### src/rtl/prog_clock_divider.sv
// rtl/prog_clock_divider.sv - runtime-programmable clock divider with square wave, tick and glitch-free divisor update
module prog_clock_divider #(
  parameter int CNT_W       = 16,
  parameter int DEFAULT_DIV = 10
) (
  input  logic             clk_in_i,
  input  logic             reset_i,
  input  logic             enable_i,
  input  logic             clr_i,
  input  logic             div_load_i,
  input  logic [CNT_W-1:0] div_value_i,
  output logic             slow_clk_o,
  output logic             tick_o,
  output logic [CNT_W-1:0] div_active_o,
  output logic             upd_pending_o
);

  localparam logic [CNT_W-1:0] DIV_RST = CNT_W'(DEFAULT_DIV);
  localparam logic [CNT_W-1:0] DIV_MIN = CNT_W'(2);

  logic [CNT_W-1:0] cnt_q, cnt_d;
  logic [CNT_W-1:0] div_q, div_d;
  logic [CNT_W-1:0] pend_q, pend_d;
  logic             pend_vld_q, pend_vld_d;
  logic             slow_q, slow_d;
  logic             tick_q, tick_d;

  logic [CNT_W-1:0] load_val;
  logic [CNT_W-1:0] next_div;
  logic [CNT_W-1:0] cnt_inc;
  logic [CNT_W-1:0] hi_len;
  logic             wrap;

  always_comb begin
    load_val = (div_value_i < DIV_MIN) ? DIV_MIN : div_value_i;
    // A load coinciding with a boundary beats an older pending value
    next_div = div_load_i ? load_val : (pend_vld_q ? pend_q : div_q);
    cnt_inc  = cnt_q + 1'b1;
    // ceil(N/2) computed without the N+1 overflow at N = 2**CNT_W-1
    hi_len   = (div_q >> 1) + {{(CNT_W-1){1'b0}}, div_q[0]};
    wrap     = enable_i && !clr_i && (cnt_q == div_q - 1'b1);

    cnt_d      = cnt_q;
    div_d      = div_q;
    pend_d     = pend_q;
    pend_vld_d = pend_vld_q;
    slow_d     = slow_q;
    tick_d     = 1'b0;

    if (clr_i) begin
      div_d      = next_div;
      cnt_d      = next_div - 1'b1;
      pend_vld_d = 1'b0;
      slow_d     = 1'b0;
    end else if (wrap) begin
      div_d      = next_div;
      cnt_d      = '0;
      pend_vld_d = 1'b0;
      slow_d     = 1'b1;
      tick_d     = 1'b1;
    end else begin
      if (enable_i) begin
        cnt_d  = cnt_inc;
        slow_d = (cnt_inc < hi_len);
      end
      if (div_load_i) begin
        pend_d     = load_val;
        pend_vld_d = 1'b1;
      end
    end
  end

  always_ff @(posedge clk_in_i or posedge reset_i) begin
    if (reset_i) begin
      cnt_q      <= DIV_RST - 1'b1;
      div_q      <= DIV_RST;
      pend_q     <= DIV_RST;
      pend_vld_q <= 1'b0;
      slow_q     <= 1'b0;
      tick_q     <= 1'b0;
    end else begin
      cnt_q      <= cnt_d;
      div_q      <= div_d;
      pend_q     <= pend_d;
      pend_vld_q <= pend_vld_d;
      slow_q     <= slow_d;
      tick_q     <= tick_d;
    end
  end

  assign slow_clk_o    = slow_q;
  assign tick_o        = tick_q;
  assign div_active_o  = div_q;
  assign upd_pending_o = pend_vld_q;

endmodule

### config.mk
export PLATFORM = sky130hd
export DESIGN_NAME = prog_clock_divider
export DESIGN_NICKNAME = d
export VERILOG_FILES = /design/src/rtl/prog_clock_divider.sv
export SDC_FILE = /design/constraint.sdc
export NUM_CORES = 1
export LEC_CHECK = 0
export ABC_CLOCK_PERIOD_IN_PS = 4150
export CORE_UTILIZATION = 35
export DETAILED_ROUTE_END_ITERATION = 10
export GPL_TIMING_DRIVEN = 0
export SYNTH_ARGS = -nofsm -noshare
export SYNTH_HDL_FRONTEND = slang
export SYNTH_SLANG_ARGS = --single-unit
### constraint.sdc
create_clock -name clk_in_i -period 4.15 [get_ports clk_in_i]
set_clock_uncertainty 0.05 [all_clocks]
set_input_delay 0.6225 -clock clk_in_i [delete_from_list [all_inputs] [get_ports clk_in_i]]
set_output_delay 0.6225 -clock clk_in_i [all_outputs]
set_load 0.02 [all_outputs]
[After elaboration in Yosys (flattened, before gate mapping)]
Index checks and enable logic that the tools add are counted.
Word-level totals
  output and inout port bits: 19
  word-level logic and storage cells: 38
  bits in registers: 51
Operators by class
  magnitude comparators: 2
  multiplexer cells: 16
  bitwise operators: 2
  add/sub/neg operators: 4
  equality and inequality tests: 1
  reduce and logical (&&, ||, !) cells: 7
Operator list (number)
  2-to-1 mux 16 bit: 8
  subtractor 16 x 1 -> 16 bit (second input constant): 2
  adder 15 x 1 -> 16 bit: 1
  adder 16 x 1 -> 16 bit (second input constant): 1
  equality test 16 bit: 1
  < comparator 16 bit: 1
  < comparator 16 x 2 -> 1 bit (second input constant): 1
  2-to-1 mux 1 bit: 8
  nonzero test 3 bit: 2
  AND reduction 3 bit: 1
  logical AND 1 bit: 2
  inverter 1 bit: 2
  nonzero test 2 bit: 1
  logical NOT 1 bit: 1

[Logic depth before layout (Yosys ltp)]
Gate-level depths: netlist of the first run.
  word-level depth: 5
  depth in mapped cells: 14
  depth with buffers taken out: 13

[Least setup slack after synthesis of the first run]
No wires, ideal clock.
  kind: reg-to-reg
  start: reg div_q[0] (netlist: div_active_o[0])
  end: reg div_q[7] (netlist: div_active_o[7])
  data required time: 3.972 ns
  stages on the path, launching flop included: 12
  arrival time: 3.159 ns
  setup slack: 0.814 ns
  buffers on the path: 2
  cell sequence: dfrtp_1 > clkbuf_1 > inv_1 > ha_1 > xnor2_1 > or4_1 > a211oi_1 > o211ai_1 > nor4b_4 > a21o_1 > buf_6 > mux2_1
On the way
  cells in the longest elaborated chain, start to end: 4
Ends and longest elaborated chain
  start: declaration: RTL line 22  | logic [CNT_W-1:0] div_q, div_d;
  start signal: assignment: RTL line 83  | div_q <= div_d;
  subtractor 16 x 1 -> 16 bit: RTL line 41  | wrap = enable_i && !clr_i && (cnt_q == div_q - 1'b1);
  equality test 16 bit: RTL line 41
  logical AND 1 bit: RTL line 41
  nonzero test 2 bit (no source line)
No other way between the ends.
A chain may end at the register's enable or synchronous reset.

[Worst setup path in the final report of the first run]
  start: reg div_q[0] (netlist: div_active_o[0])
  end: reg cnt_q[15]
On the way
  cells in the longest elaborated chain, start to end: 5
Ends and longest elaborated chain
  subtractor 16 x 1 -> 16 bit: RTL line 41
  equality test 16 bit: RTL line 41
  logical AND 1 bit: RTL line 41
  2-to-1 mux 16 bit: RTL line 55  | end else if (wrap) begin
  2-to-1 mux 16 bit: RTL line 50  | if (clr_i) begin
  end signal: assignment: RTL line 75  | cnt_q <= DIV_RST - 1'b1;
  end signal: assignment: RTL line 82  | cnt_q <= cnt_d;
  end: declaration: RTL line 21  | logic [CNT_W-1:0] cnt_q, cnt_d;
Several ways; a longest one is shown, not always the timed one.

==> summary.md, run 1 <==
| Metric | Value |
|---|---|
| Status | completed |
| Register bit count reported by yosys | 51 |
| Final core utilization | 42.8% |
| Clock Power Share | 23.4% |
| Total track usage | 20.3% |
| Worst reg-to-reg path cell count | 11 |
| Leading post-synthesis cells by instance count | dfrtp_1, xnor2_1, nand2_1, o21ai_0, nor2_1 |
| Hold path depth | 1 |
| # setup viols final | 0 |
| VDD IR max | 0.236 mV |
| Max FO, Critical Path | 10 |
| Hold Slack | 0.443 ns |
| Core area | 0.0115 sq mm |
| Fin Setup TNS | 0 ns |
| Syn-to-layout area delta | 17.8% |
| Die Y-Extent | 111 microns |
| Worst skew pair latency | 0.30 ns |
| Internal Power | 1140 uW |
| Per-cell routed wire length | 17.8 microns |
| FMAX | 255 MHz |
| Synth area leaders | dfrtp_1, xnor2_1, ha_1, o21ai_0, mux2i_1 |
| WS Path Type | reg -> reg |
| Gr ovfl total | 0 |
| Relative slew margins | 51.4% |
| Leakage | 0.00192 uW |
| Final WL | 12.0 mm |
| CTS tree | yes |
| Mean number of vias per cell | 5.67 |
| Net count, final | 574 |
| Unique cell type count in the Yosys netlist | 57 |
| CP Capture Type | flop |
| H-tree Lvls | 2 |
| DP HPWL | 9.27 mm |
| CTS max path bufs | 2 |
| Seq pwr share | 34.9% |
| Synth Instances | 485 |
| Worst Path Arrival | 4.03 ns |
| Worst-Margin Slew | 0.721 ns |
| Final RePlAce weighted congestion | 0.916 |
| Total of fill cells in the finished design | 1146 |
| Tcrit/Tclk final | 94.6% |
| Main synth FF type | dfrtp_1 |
| Vias in the first global route | 3773 |
| Cell Rows | 39 |
| Top cell type's share of synthesized area | 26.9% |
| Critical path data required time | 4.25 ns |
| Hold/Removal Path Class | reg -> reg |
| Synth async-reset ratio | 100% |
| Initial Util | 36.3% |
| Die ar. | 0.0124 sq mm |
| Share of cells above drive strength 1 | 7.30% |
| Switching share of power | 38.9% |
| Iter 0 DRT Violations | 283 |
| Yosys warnings | 0 |
| Final Total Pwr | 1870 uW |
| Pwr per Cell Area | 380 mW/mm^2 |
| Net count after synthesis | 526 |
| I/O Pins | 40 |
| Slew Viols, Final | 0 |
| Pre-antenna DRT Iters | 5 |
| MaxCap Viol Count | 0 |
| N_diodes | 0 |
| Antenna violations before repair | 0 |
| RSZ-0062 raised after global routing | false |
| Syn avg cell area | 8.62 sq um |
| Cell Area, Synth | 0.00418 sq mm |
| Post-layout min period | 3.93 ns |
| Startpoint types | flop |
| Register area share after synthesis | 30.7% |
| CTS Sinks | 51 |
| Clk slew on worst S/H paths | 0.08 ns |
| Top-count cell post-synth | dfrtp_1 |
| First-pass GRT wire length | 19.8 mm |
| EDFF count, synth | 0 |
| Gate power share | 41.7% |
| Antenna-violating nets left | 0 |
| CTS root buf | clkbuf_16 |
| Post-CTS Hold Fix Bufs | 0 |
| Largest net degree at the start of global routing | 37 |
| PortBufs | 37 |
| DRC Markers | 0 |
| Largest area contributor in the netlist | dfrtp_1 |
| Vias | 3838 |
| Sw power | 729 uW |
| Die W | 111 microns |
| FF-to-FF setup slack | 0.22 ns |
| Hold violation count in the final report | 0 |
| CTS buffer count | 5 |
## layer usage
metal	part of all wire [%]	global-route usage, %
met1	46	27.6
met4	3.3	8.38
met3	4.7	2.52
met2	45	32.6
met5	0	0
## cell families after synthesis
| logic type | Yosys count | share of synthesized area [%] |
|---|---|---|
| xor+xnor | 60 | 12.6 |
| compound gates | 122 | 19.4 |
| buf+inv | 53 | 5.63 |
| flops | 51 | 30.7 |
| simple gates | 152 | 18.9 |
| mux | 27 | 6.80 |
| fa+ha+maj | 20 | 5.99 |
## repair_timing
action                                  4_1_cts  5_1_grt
endpoints found under the setup margin        0       38
setup buffers                                 0        3
resized for setup                             0        1
## power groups by stage
stage | Combinational [uW] | Sequential (uW) | Clock (uW)
floorplan | 522 | 673 | 0
global placement | 755 | 660 | 0
detailed placement | 770 | 661 | 0
CTS | 775 | 653 | 446
global route | 869 | 665 | 467
finish | 781 | 653 | 438
## worst max-delay path: stages (launching register included)
cell and delay [ns]:
dfrtp_1 0.38, clkbuf_1 0.34, inv_1 0.13, ha_1 0.36
xnor2_1 0.14, or4_1 0.49, a211oi_1 0.47, o211ai_1 0.24
nor4b_4 0.43, a21oi_2 0.25, a221oi_1 0.43, a21oi_1 0.08
## final timing paths
| kind | startpoint | to |
|---|---|---|
| worst min-delay path | pend_q[3] | pend_q[3] |
| worst max-delay path | div_active_o[0] | cnt_q[15] |
| worst min register to register | pend_q[3] | pend_q[3] |
| worst max register to register | div_active_o[0] | cnt_q[15] |
| min in group asynchronous | reset_i | div_active_o[13] |
| max in group asynchronous | reset_i | cnt_q[3] |
## placed cells by master, fill, tap and decap left out, types with 3 or more instances in the layout
cell,n
a2111oi_0,3
a21o_1,5
a21oi_1,22
a221oi_1,4
a22oi_1,11
a31oi_1,4
and3_1,13
buf_1,3
buf_2,5
buf_4,5
buf_6,3
clkbuf_1,22
clkbuf_16,5
clkdlybuf4s50_1,37
dfrtp_1,45
dfstp_2,6
ha_1,20
inv_1,16
mux2_1,11
mux2i_1,16
nand2_1,36
nand2b_1,4
nand3_1,20
nand3b_1,4
nand4_1,8
nor2_1,28
nor3_1,14
nor4_1,6
o211ai_1,4
o21ai_0,33
o2bb2ai_1,15
or2_2,4
or3_1,3
or4_1,3
xnor2_1,43
xor2_1,17
## state kept, by name (all words and copies together), names as in the netlist
signal	flops
cnt_q	16
upd_pending_o	1
slow_clk_o	1
div_active_o	16
pend_q	16
tick_o	1
## layout make-up
type                       instances  area, sq um  share of cell area [%]
sequential                        51         1280                    26.1
clock buffer                       5          125                    2.54
buffer                            35          168                    3.40
tap                              143          179                    3.63
inverter                          18         67.6                    1.37
timing repair buffer              41          413                    8.38
multi-input combinational        381         2670                    54.1
clock inverter                     3         22.5                   0.457
## per-stage QoR
stage | worst slack, ns | cell area, sq um | cells
6_report | 0.222 | 4920 | 677
5_1_grt | 0.0318 | 4920 | 677
4_1_cts | 0.126 | 4900 | 674
3_5_place_dp | 0.168 | 4750 | 666
3_3_place_gp | 0.139 | 4730 | 665
2_1_floorplan | 0.814 | 4180 | 485
No activity file was read; power rests on OpenSTA's default activity.
==> inputs of run 2 (changes only) <==
Settings changed: ABC_CLOCK_PERIOD_IN_PS 4150 to 3150, CORE_MARGIN set to 5.
Clock period 4.15 ns to 3.15 ns, I/O delays scaled along.
==> summary.md, run 2 (synthesis gave the netlist of run 1 again) <==
| Metric | Value |
|---|---|
| Vias | 3957 (was 3838) |
| Antenna-violating nets left | 0 (unchanged) |
| Largest net degree at the start of global routing | 27 (was 37) |
| Hold/Removal Path Class | reg -> reg (unchanged) |
| Worst reg-to-reg path cell count | 12 (was 11) |
| Crit-path slowest cell | dfstp_2 (was or4_1) |
| First-pass GRT wire length | 20.8 mm (was 19.8 mm) |
| Max incr delay on CP | 0.58 ns (was 0.49 ns) |
| Clk slew on worst S/H paths | 0.07 ns (was 0.08 ns) |
| Final RePlAce weighted congestion | 0.921 (was 0.916) |
| N_diodes | 0 (unchanged) |
| H-tree Lvls | 2 (unchanged) |
| Final WL | 13.0 mm (was 12.0 mm) |
| Initial Util | 35.2% (was 36.3%) |
| DP HPWL | 9.53 mm (was 9.27 mm) |
| Commonest non-fill, non-tap cell in the layout | xnor2_1 (was dfrtp_1) |
| Pwr per Cell Area | 487 mW/mm^2 (was 380 mW/mm^2) |
| Share of cells above drive strength 1 | 20.7% (was 7.30%) |
| # setup viols final | 0 (unchanged) |
| Die Y-Extent | 119 microns (was 111 microns) |
| Antenna violations before repair | 0 (unchanged) |
| Critical path data required time | 3.32 ns (was 4.25 ns) |
| FF-to-FF setup slack | 0.06 ns (was 0.22 ns) |
| Net count, final | 586 (was 574) |
| CTS max path bufs | 2 (unchanged) |
| Per-cell routed wire length | 18.7 microns (was 17.8 microns) |
| Fin cells | 693 (was 677) |
| CTS Sinks | 51 (unchanged) |
| Core area | 0.0119 sq mm (was 0.0115 sq mm) |
| FMAX | 323 MHz (was 255 MHz) |
| CTS tree | yes (unchanged) |
| Iter 0 DRT Violations | 237 (was 283) |
| Tcrit/Tclk final | 98.2% (was 94.6%) |
| Slew Viols, Final | 0 (unchanged) |
| Post-layout min period | 3.09 ns (was 3.93 ns) |
| WS Path Type | reg -> reg (unchanged) |
| MaxCap Viol Count | 0 (unchanged) |
| CTS root buf | clkbuf_16 (unchanged) |
| Vias in the first global route | 3924 (was 3773) |
| Most used cell, CP | and3_4 |
| I/O Pins | 40 (unchanged) |
| Cell Chain, Critical Path | and3_4, and3_4, and3_4, and3_4, buf_4, nand3_1, xnor2_1, ha_1, buf_4, a2111oi_4, o21ai_1, o211ai_1 (was clkbuf_1, inv_1, ha_1, xnor2_1, or4_1, a211oi_1, o211ai_1, nor4b_4, a21oi_2, a221oi_1, a21oi_1) |
| Pre-antenna DRT Iters | 4 (was 5) |
| VDD IR max | 0.223 mV (was 0.236 mV) |
| Worst-Margin Slew | 0.933 ns (was 0.721 ns) |
| Cells after DPL | 670 (was 666) |
| Mean number of vias per cell | 5.71 (was 5.67) |
| Max FO, Critical Path | 5 (was 10) |
| Die ar. | 0.0142 sq mm (was 0.0124 sq mm) |
| Hold violation count in the final report | 0 (unchanged) |
| Setup crit start | cnt_q[0] (was div_active_o[0]) |
| Gr ovfl total | 0 (unchanged) |
| Most frequent cells in the layout | xnor2_1, dfrtp_1, clkdlybuf4s50_1 (was dfrtp_1, xnor2_1, clkdlybuf4s50_1) |
| Status | completed (unchanged) |
| CP Capture Type | flop (unchanged) |
| CP endpoint | slow_clk_o (was cnt_q[15]) |
| CTS buffer count | 5 (unchanged) |
| Post-CTS Hold Fix Bufs | 0 (unchanged) |
| R2r endpoint | slow_clk_o (was cnt_q[15]) |
| DRC Markers | 0 (unchanged) |
| Startpoint types | flop (unchanged) |
| Relative slew margins | 37.2% (was 51.4%) |
| PortBufs | 37 (unchanged) |
| Die W | 119 microns (was 111 microns) |
| Cell Rows | 40 (was 39) |
| Leakage | 0.00208 uW (was 0.00192 uW) |
| Worst skew pair latency | 0.30 ns (about the same) |
| Final Total Pwr | 2630 uW (was 1870 uW) |
| Worst Path Arrival | 3.26 ns (was 4.03 ns) |
| Total track usage | 18.2% (was 20.3%) |
| Reg2reg start | cnt_q[0] (was div_active_o[0]) |
| Syn-to-layout area delta | 29.0% (was 17.8%) |
| RSZ-0062 raised after global routing | true (was false) |
[run 2: power breakdown]
part           internal (uW)  total (uW)  switching, uW
Sequential               760         910            150
Combinational            528        1140            614
Clock                    299         573            274
Total                   1590        2630           1040
[run 2: what timing repair did]
item,4_1_cts,5_1_grt
gates resized for setup,44,33
setup endpoints to repair,50,50
gates cloned,1,0
setup buffers,15,9
pin swaps,10,16
[run 2: layout make-up]
cell class | instances | area [sq um]
clock buffers | 6 | 129
inverters | 18 | 73.8
multi-input cells | 381 | 2960
fillers | 1115 | 6470
clock inverters | 2 | 16.3
well taps | 147 | 184
plain buffers | 26 | 158
flip-flops and latches | 51 | 1290
repair buffers | 62 | 578
[run 2: stage by stage]
| stage | hold WS, ns | setup slack, ns | utilization [%] | area [sq um] | setup TNS (ns) |
|---|---|---|---|---|---|
| global route | 0.455 | -0.0609 | 45.4 | 5390 | -0.0745 |
| global placement | 0.412 | -0.593 | 40.4 | 4790 | -21.87 |
| finish | 0.429 | 0.0560 | 45.4 | 5390 | 0 |
| floorplan | 0.397 | 0.00315 | - | 4230 | 0 |
| detailed placement | 0.420 | -0.602 | 40.5 | 4810 | -22.75 |
| CTS | 0.431 | 0.000467 | 43.9 | 5210 | 0 |
[run 2: critical path: cells and delay by family (launching register included)]
kind	cells	cell delay, ns
adder cells (fa/ha/maj)	1	0.29
flip-flops	1	0.58
XOR/XNOR	1	0.24
AO/OA/AOI/OAI	3	0.63
AND/OR/NAND/NOR	5	0.93
buffers and inverters	2	0.29
[run 2: per-layer routing]
layer	GRT usage [%]	vias up	wire length [microns]
li1	-	1890	-
met1	24.3	1912	5820
met2	30.0	128	6200
met3	2.23	27	571
met4	6.52	0	371
met5	0	-	0
[run 2: worst min path at each step]
stage,from,endpoint,slack (ns),cells past startpoint
finish,pend_q[1],pend_q[1],0.43,2
global route,pend_q[3],pend_q[3],0.45,1
CTS,pend_q[1],pend_q[1],0.43,2
floorplan,pend_q[1],pend_q[1],0.40,2
detailed placement,pend_q[1],pend_q[1],0.42,2
global placement,pend_q[1],pend_q[1],0.41,2
==> inputs of run 3 (changes only) <==
Settings changed: SLEW_MARGIN set to 5.
==> results of run 3 <==
No change in the layout: final DEF, timing and power equal those of run 2.
